<file path="config.mk">
export PLATFORM = sky130hd
export DESIGN_NAME = fifo_tx_serializer_flat
export DESIGN_NICKNAME = d
export VERILOG_FILES = /design/src/rtl/fifo_tx_serializer_if.sv /design/src/rtl/fifo_tx_serializer.sv /design/src/flat_wrapper.sv
export SDC_FILE = /design/constraint.sdc
export NUM_CORES = 1
export LEC_CHECK = 0
export CAP_MARGIN = 10
export CORE_MARGIN = 2
export CORE_UTILIZATION = 50
export CTS_CLUSTER_DIAMETER = 100
export CTS_CLUSTER_SIZE = 20
export DETAILED_ROUTE_END_ITERATION = 12
export PLACE_DENSITY = 0.78
export SLEW_MARGIN = 10
export SYNTH_ARGS = -nofsm -noshare
export SYNTH_HDL_FRONTEND = slang
export SYNTH_SLANG_ARGS = --single-unit
</file>
<file path="constraint.sdc">
create_clock -name clk -period 2.6 [get_ports clk]
set_input_delay 0.26 -clock clk [delete_from_list [all_inputs] [get_ports clk]]
set_output_delay 0.26 -clock clk [all_outputs]
set_load 0.01 [all_outputs]
</file>
<file path="src/rtl/fifo_tx_serializer_if.sv">
// rtl/fifo_tx_serializer_if.sv - FIFO show-ahead read-port bundle between a FIFO and its serializer
//
// Purpose: groups the read-side handshake of the synchronous FIFO so the
// serializer and whatever feeds it share one set of wires.
// Signals:
//   en     1         consumer enable (driven by the feeding side)
//   empty  1         FIFO empty flag
//   dIn    BITWIDTH  show-ahead read data, valid whenever empty=0
//   rEn    1         pop strobe from the consumer
// Modports:
//   master - the FIFO / feeding side (drives en, empty, dIn; sees rEn)
//   slave  - the serializer (sees en, empty, dIn; drives rEn)
interface fifo_tx_serializer_if #(
  parameter int BITWIDTH = 5
);
  logic                en;
  logic                empty;
  logic [BITWIDTH-1:0] dIn;
  logic                rEn;

  modport master (
    output en,
    output empty,
    output dIn,
    input  rEn
  );

  modport slave (
    input  en,
    input  empty,
    input  dIn,
    output rEn
  );
endinterface

</file>
<file path="src/rtl/fifo_tx_serializer.sv">
// rtl/fifo_tx_serializer.sv - pops FIFO words and sends each as an async serial frame
//
// Purpose: read-side consumer of the synchronous FIFO. Each popped word goes
// out as start bit, data LSB-first, optional even parity, then STOP_BITS stop
// bits, every bit lasting CLKS_PER_BIT clocks. Back-to-back frames need no
// idle gap: the next word is captured in the final stop-bit cycle.
// Ports:
//   clk        in   clock, all logic on posedge
//   rst        in   synchronous active-high reset
//   fifo       if   slave side of the FIFO read port (en, empty, dIn, rEn)
//                   rEn is combinational and high only in a capture cycle
//   txOut      out  serial line, idles high (registered)
//   busy       out  high from the first start-bit cycle to the last stop-bit cycle (registered)
//   frameDone  out  high only in the final cycle of the last stop bit (registered)
module fifo_tx_serializer #(
  parameter int BITWIDTH     = 5,
  parameter int CLKS_PER_BIT = 4,
  parameter int PARITY_EN    = 1,
  parameter int STOP_BITS    = 1
) (
  input  logic                      clk,
  input  logic                      rst,
  fifo_tx_serializer_if.slave       fifo,
  output logic                      txOut,
  output logic                      busy,
  output logic                      frameDone
);

  // Counter widths carry one spare bit so the terminal values always fit.
  localparam int W_BAUD = $clog2(CLKS_PER_BIT) + 1;
  localparam int W_IDX  = $clog2(BITWIDTH) + 1;

  localparam logic [W_BAUD-1:0] BAUD_LAST      = W_BAUD'(CLKS_PER_BIT - 1);
  localparam logic [W_IDX-1:0]  IDX_LAST_DATA  = W_IDX'(BITWIDTH - 1);
  localparam logic [W_IDX-1:0]  IDX_LAST_STOP  = W_IDX'(STOP_BITS - 1);

  typedef enum logic [2:0] {
    IDLE   = 3'd0,
    START  = 3'd1,
    DATA   = 3'd2,
    PARITY = 3'd3,
    STOP   = 3'd4
  } state_t;

  state_t              state;
  state_t              stateNext;
  logic [W_BAUD-1:0]   baudCnt;
  logic [W_BAUD-1:0]   baudNext;
  logic [W_IDX-1:0]    bitIdx;
  logic [W_IDX-1:0]    bitIdxNext;
  logic [BITWIDTH-1:0] shiftReg;
  logic [BITWIDTH-1:0] shiftNext;
  logic                parityReg;
  logic                parityNext;

  logic                txOutNext;
  logic                busyNext;
  logic                frameDoneNext;

  logic                popOk;
  logic                baudLast;
  logic                lastStopCycle;
  logic                capture;

  // Pop points are only IDLE and the very last stop-bit cycle; en/empty are
  // ignored everywhere else so a started frame always runs to completion.
  assign popOk         = fifo.en & ~fifo.empty & ~rst;
  assign baudLast      = (baudCnt == BAUD_LAST);
  assign lastStopCycle = (state == STOP) && baudLast && (bitIdx == IDX_LAST_STOP);
  assign capture       = popOk & ((state == IDLE) | lastStopCycle);
  assign fifo.rEn      = capture;

  // Next-state and counter logic.
  always_comb begin
    stateNext  = state;
    baudNext   = baudCnt;
    bitIdxNext = bitIdx;
    shiftNext  = shiftReg;
    parityNext = parityReg;

    case (state)
      IDLE: begin
        baudNext   = '0;
        bitIdxNext = '0;
      end

      START: begin
        if (baudLast) begin
          baudNext   = '0;
          bitIdxNext = '0;
          stateNext  = DATA;
        end else begin
          baudNext = baudCnt + 1'b1;
        end
      end

      DATA: begin
        if (baudLast) begin
          baudNext  = '0;
          shiftNext = shiftReg >> 1;
          if (bitIdx == IDX_LAST_DATA) begin
            bitIdxNext = '0;
            stateNext  = (PARITY_EN != 0) ? PARITY : STOP;
          end else begin
            bitIdxNext = bitIdx + 1'b1;
          end
        end else begin
          baudNext = baudCnt + 1'b1;
        end
      end

      PARITY: begin
        if (baudLast) begin
          baudNext   = '0;
          bitIdxNext = '0;
          stateNext  = STOP;
        end else begin
          baudNext = baudCnt + 1'b1;
        end
      end

      STOP: begin
        if (baudLast) begin
          baudNext = '0;
          if (bitIdx == IDX_LAST_STOP) begin
            bitIdxNext = '0;
            stateNext  = IDLE;
          end else begin
            bitIdxNext = bitIdx + 1'b1;
          end
        end else begin
          baudNext = baudCnt + 1'b1;
        end
      end

      default: begin
        stateNext  = IDLE;
        baudNext   = '0;
        bitIdxNext = '0;
      end
    endcase

    // A capture overrides whatever the state logic chose: it can only occur
    // in IDLE or the last stop cycle, and both lead straight into START.
    if (capture) begin
      shiftNext  = fifo.dIn;
      parityNext = ^fifo.dIn;
      stateNext  = START;
      baudNext   = '0;
      bitIdxNext = '0;
    end
  end

  // Registered outputs are precomputed from the next state so that they line
  // up with the state they describe rather than trailing it by a cycle.
  always_comb begin
    txOutNext     = 1'b1;
    busyNext      = (stateNext != IDLE);
    frameDoneNext = (stateNext == STOP) && (baudNext == BAUD_LAST) &&
                    (bitIdxNext == IDX_LAST_STOP);
    case (stateNext)
      START:   txOutNext = 1'b0;
      DATA:    txOutNext = shiftNext[0];
      PARITY:  txOutNext = parityNext;
      default: txOutNext = 1'b1;
    endcase
  end

  always_ff @(posedge clk) begin
    if (rst) begin
      state     <= IDLE;
      baudCnt   <= '0;
      bitIdx    <= '0;
      shiftReg  <= '0;
      parityReg <= 1'b0;
      txOut     <= 1'b1;
      busy      <= 1'b0;
      frameDone <= 1'b0;
    end else begin
      state     <= stateNext;
      baudCnt   <= baudNext;
      bitIdx    <= bitIdxNext;
      shiftReg  <= shiftNext;
      parityReg <= parityNext;
      txOut     <= txOutNext;
      busy      <= busyNext;
      frameDone <= frameDoneNext;
    end
  end

endmodule

</file>
<file path="src/flat_wrapper.sv">
// flat-port wrapper written by rule: the top's interface ports become plain ports
module fifo_tx_serializer_flat 
#(
  parameter int BITWIDTH     = 5,
  parameter int CLKS_PER_BIT = 4,
  parameter int PARITY_EN    = 1,
  parameter int STOP_BITS    = 1
)
  (clk, rst, txOut, busy, frameDone, fifo_en, fifo_empty, fifo_dIn, fifo_rEn);
  fifo_tx_serializer_if #(.BITWIDTH(BITWIDTH)) fifo_i ();
  input  logic clk;
  input  logic rst;
  output logic txOut;
  output logic busy;
  output logic frameDone;
  input wire logic [$bits(fifo_i.en)-1:0] fifo_en;
  input wire logic [$bits(fifo_i.empty)-1:0] fifo_empty;
  input wire logic [$bits(fifo_i.dIn)-1:0] fifo_dIn;
  output wire logic [$bits(fifo_i.rEn)-1:0] fifo_rEn;
  assign fifo_i.en = fifo_en;
  assign fifo_i.empty = fifo_empty;
  assign fifo_i.dIn = fifo_dIn;
  assign fifo_rEn = fifo_i.rEn;
  fifo_tx_serializer #(.BITWIDTH(BITWIDTH), .CLKS_PER_BIT(CLKS_PER_BIT), .PARITY_EN(PARITY_EN), .STOP_BITS(STOP_BITS)) u_core (.clk(clk), .rst(rst), .fifo(fifo_i), .txOut(txOut), .busy(busy), .frameDone(frameDone));
endmodule
</file>
Yosys cells after proc, flatten, opt, wreduce, memory -nomap -nowiden

Cells that the tools add are included.

Bits in registers: 19
Input port bits: 9
Output and inout bits: 4
Word-level logic and storage cells: 65

Add/subtract/negate cells: 2
Equal/unequal tests: 11
Muxes and demuxes: 23
Bitwise logic cells: 6
Reduce and logical (&&, ||, !) cells: 14

Operators by type and width:

| cell                                                             | number |
|---|---|
| 3-bit two-way mux                                                | 10 |
| 4-bit two-way mux                                                | 6 |
| 3-bit by 2-bit == test with 1-bit output (second input constant) | 6 |
| 5-bit two-way mux                                                | 3 |
| 3-bit one-hot mux with 5 select lines                            | 1 |
| 4-bit one-hot mux with 3 select lines                            | 1 |
| 4-bit logical NOT                                                | 2 |
| 3-bit by 1-bit == test with 1-bit output (second input constant) | 2 |
| 3-bit == test (second input constant)                            | 2 |
| 5-bit parity                                                     | 1 |
| 4-bit by 1-bit adder with 4-bit output (second input constant)   | 1 |
| 4-bit by 3-bit == test with 1-bit output (second input constant) | 1 |
| 1-bit logical AND                                                | 4 |
| 2-bit nonzero test                                               | 2 |
| 4-bit OR reduction                                               | 1 |
| 3-bit by 1-bit adder with 3-bit output (second input constant)   | 1 |
| 1-bit bitwise AND                                                | 3 |
| 3-bit logical NOT                                                | 1 |
| 1-bit one-hot mux with 3 select lines                            | 1 |
| 3-bit nonzero test                                               | 1 |
| 1-bit NOT                                                        | 2 |
| 2-bit AND reduction                                              | 1 |
| 2-bit OR reduction                                               | 1 |
| 1-bit two-way mux                                                | 1 |
| 1-bit bitwise OR                                                 | 1 |

Logic depth before layout (Yosys ltp)

Depth after elaboration: 9
Mapped depth: 9
Depth with buffers taken out: 8

Least setup slack after synthesis

No wires, ideal clock.

Kind: register to register
Start: register u_core.bitIdx[0]
End: register u_core.txOut
Library setup time: 115 ps
Data arrival time: 1708 ps
Data required time: 2485 ps
Slack: 777 ps
Cell stages (with the launch flop): 9
Path buffers: 2
Clock period less this slack: 1823 ps
Cells stage by stage: dfxtp_1 inv_1 ha_1 or3b_1 or2_1 a21o_1 buf_6 buf_6 a31o_1

Cells in the longest elaborated chain, start to end: 7
Elaborated cells on any way between the ends: 17
Those cells by class: 4 x eq/ne; 9 x mux; 2 x bitwise; 2 x reduce/logical

RTL lines:

| what                                                                                                        | line                                                                           | text |
|---|---|---|
| start: declaration                                                                                          | fifo_tx_serializer.sv:49                                                       | `logic [W_IDX-1:0] bitIdx;` |
| start signal: assignment                                                                                    | fifo_tx_serializer.sv:182                                                      | `bitIdx <= bitIdxNext;` |
| 4-bit by 3-bit == test with 1-bit output / 4-bit logical NOT (equally long branches)                        | fifo_tx_serializer.sv:101, fifo_tx_serializer.sv:69, fifo_tx_serializer.sv:125 |  |
| 3-bit two-way mux, or another cell as far along                                                             | fifo_tx_serializer.sv:101                                                      | `if (bitIdx == IDX_LAST_DATA) begin` |
| 3-bit two-way mux, or another cell as far along                                                             | fifo_tx_serializer.sv:98                                                       | `if (baudLast) begin` |
| 3-bit one-hot mux with 5 select lines / 1-bit bitwise AND (equally long branches)                           | fifo_tx_serializer.sv:81, fifo_tx_serializer.sv:70                             |  |
| 3-bit two-way mux                                                                                           | fifo_tx_serializer.sv:145                                                      | `if (capture) begin` |
| 3-bit by 2-bit == test with 1-bit output / 3-bit by 1-bit == test with 1-bit output (equally long branches) | fifo_tx_serializer.sv:161                                                      | `case (stateNext)` |
| 1-bit one-hot mux with 3 select lines *                                                                     | fifo_tx_serializer.sv:161                                                      |  |
| end signal: assignment                                                                                      | fifo_tx_serializer.sv:185                                                      | `txOut <= txOutNext;` |
| end: declaration                                                                                            | fifo_tx_serializer.sv:24                                                       | `output logic txOut,` |

Every way passes the cells marked *; elsewhere a longest branch is shown, timed or not.
A chain may end at the register's enable or synchronous reset.

Worst setup path after layout

Start: register u_core.bitIdx[0]
End: output fifo_rEn

Cells in the longest elaborated chain, start to end: 4

RTL lines:

| what              | line                     | text |
|---|---|---|
| 4-bit logical NOT | fifo_tx_serializer.sv:69 | `assign lastStopCycle = (state == STOP) && baudLast && (bitIdx == IDX_LAST_STOP);` |
| 1-bit logical AND | fifo_tx_serializer.sv:69 |  |
| 1-bit bitwise OR  | fifo_tx_serializer.sv:70 | `assign capture = popOk & ((state == IDLE) \| lastStopCycle);` |
| 1-bit bitwise AND | fifo_tx_serializer.sv:70 |  |
| end: declaration  | flat_wrapper.sv:19       | `output wire logic [$bits(fifo_i.rEn)-1:0] fifo_rEn;` |

Every way passes these cells.

==> impl_metrics.tcl <==
set metrics [dict create \
    ys.flop_type "dfxtp_1" \
    rows 16 \
    drive_gt1_frac 0.120 \
    postSynthAreaPerCell_um2 9.09 \
    viasPerCell 5.58 \
    grt_pass1_wl_mm 3.46 \
    yosys.area.top_type "dfxtp_1" \
    crit_family "simple AND/OR/NAND/NOR gates" \
    antenna_found_initial 0 \
    track_usage 0.180 \
    grt-ovfl-total 0 \
    ys_types 40 \
    core_um2 1940 \
    leakage_nw 0.432 \
    worstPathMaxFanout 4 \
    post_cts_buffers 0 \
    use_met1 0.204 \
    ios 13 \
    setup_viol 0 \
    startpoint_type "flip-flop" \
    die-area_um2 2430 \
    place_hpwl_mm 1.47 \
    crit_chain "inv_1 > ha_1 > or3b_1 > or2_1 > a21o_1 > inv_1 > dlymetal6s2s_1" \
    vias 848 \
    root_buffer "clkbuf_4" \
    insertion_delay_ps 290 \
    nets 138 \
    max-vdd-ir-drop_mv 0.420 \
    syn_inst 113 \
    numCtsBuffers 3 \
    dieHeight_um 49.3 \
    die_w_um 49.3 \
    required_ps 2340 \
    power.density_nw_per_um2 431 \
    critPathMaxStageDelay_ps 360 \
    setup_slack_ps 402 \
    ys.warnings.count 0 \
    path_class "flip-flop to primary output" \
    cp_slowest_cell "or3b_1" \
    antenna_cells 0 \
    grt_use_met3 0.0276 \
    cts.sinks 19 \
    routed_wl_mm 1.99 \
    dpl_worst_slack_ps 358 \
    worstSetupEndpointType "primary output" \
    grt-busiest-layer "met2" \
    crit_top_cell "inv_1" \
    drtPass1Iterations 4 \
    clock_path_buffers 2 \
    worst_pin_slew_ps 486 \
    slew_headroom 0.675 \
    fin_crit_sh 0.845 \
    io_buffers 12 \
    drv_slew 0 \
    tns_ps 0 \
    cts_hold_repair.buffers 0 \
    synth_edf_count 0 \
    seq_area_frac_synth 0.370 \
    synth.area.top_cells "dfxtp_1, a211oi_2, xnor2_1, mux2i_1, ha_1" \
    maxCapViolations 0 \
    drt_iter0_drc 9 \
    clkTransAtPathRegs_ps 110 \
    grt_pass1_vias 823 \
    arrival_ps 1940 \
    syn-cell-area_um2 1030 \
    drc 0 \
    synth.ff_latch_count 19 \
    synth_fp_nets 125 \
    yosys.cell_count.top_type "dfxtp_1" \
    h-tree-depth 1 \
    yosysTopAreaCellShare 0.370 \
    cts_tree "built" \
    wl_per_cell_um 13.1 \
    min_path_type "flip-flop to flip-flop" \
    gr-usage-met2 0.345 \
    fmax_mhz 455 \
    syn2layout_area_growth_pct 15.7 \
    status "finished clean" \
    rsz0062_at_grt "no" \
    grt_start_max_net_pins 18 \
    path_buf_inv 3 \
    skew_ps 4.49 \
    async_reset_ff_frac 0 \
    synth_common_cells "dfxtp_1, nor2_1, nand2_1, a21oi_1" \
    gp_congestion 0.852 \
    hold_violations 0 \
    finalCriticalPeriod_ps 2200 \
    start_util 0.529 \
    antenna_left 0 \
]
## final timing paths
| kind | from | endpoint | cells after the start | slack [ps] |
|---|---|---|---|---|
| max | u_core.bitIdx[0] | fifo_rEn | 7 | 400 |
| min | u_core.baudCnt[0] | u_core.baudCnt[0] | 1 | 460 |
| max reg2reg | u_core.baudCnt[0] | u_core.txOut | 6 | 520 |
| min reg2reg | u_core.baudCnt[0] | u_core.baudCnt[0] | 1 | 460 |
## power by group
| group | switching (mW) | internal, mW |
|---|---|---|
| registers | 0.00480 | 0.299 |
| logic | 0.0278 | 0.0327 |
| clock network | 0.0885 | 0.0595 |
## cell usage in the layout, fill, tap and decap left out, types with 2 or more instances in the layout
cell | netlist | final
and4_1 | 2 | 2
a21oi_1 | 6 | 6
nand2_1 | 7 | 7
inv_1 | 4 | 4
o21ai_0 | 3 | 3
buf_4 | 0 | 3
dfxtp_1 | 19 | 19
nand3b_1 | 4 | 4
mux2i_1 | 4 | 4
a21o_1 | 2 | 2
clkbuf_4 | 0 | 3
xor2_1 | 2 | 2
a211oi_2 | 4 | 4
nor3b_1 | 2 | 2
ha_1 | 3 | 3
clkdlybuf4s50_1 | 0 | 11
and3_1 | 2 | 2
nor2b_1 | 3 | 3
nand3_1 | 5 | 5
nor4_1 | 2 | 2
xnor2_1 | 5 | 5
nor2_1 | 10 | 10
## cells by family after synthesis
logic type               Yosys count  share of synthesized area
XOR/XNOR                           7                     0.0597
buffers and inverters             11                     0.0572
multiplexers                       4                     0.0390
adder cells (fa/ha/maj)            3                     0.0365
AO/OA/AOI/OAI                     22                      0.161
flip-flops                        19                      0.370
AND/OR/NAND/NOR                   47                      0.277
## timing repair
action,in CTS,in global routing
endpoints found under the hold margin,0,0
gates resized for setup,0,1
setup endpoints to repair,0,1
## per-stage QoR
stage / hold WS, ps / power (mW) / instances / util / cell area [um^2]
detailed placement: 445 / 0.371 / 148 / 0.597 / 1160
CTS: 463 / 0.517 / 152 / 0.611 / 1190
floorplan: 396 / 0.347 / 113 / - / 1030
global placement: 433 / 0.369 / 148 / 0.597 / 1160
finish: 463 / 0.512 / 152 / 0.612 / 1190
global route: 484 / 0.533 / 152 / 0.612 / 1190
## routing by layer
layer,vias up,wire [um]
met2,14,1050
li1,424,-
met4,0,0
met5,-,0
met3,0,59
met1,410,878
## flip-flops by register name, indices dropped and copies added (netlist names)
| register | flops |
|---|---|
| u_core.state | 3 |
| u_core.frameDone | 1 |
| u_core.parityReg | 1 |
| u_core.baudCnt | 3 |
| u_core.bitIdx | 4 |
| u_core.busy | 1 |
| u_core.txOut | 1 |
| u_core.shiftReg | 5 |
## cell type report
type	count	area, um^2
multi-input cells	83	588
repair buffers	15	145
well taps	27	33.8
flip-flops and latches	19	380
fillers	186	753
inverters	4	15.0
clock buffers	4	26.3
(Power assumes the default switching activity.)
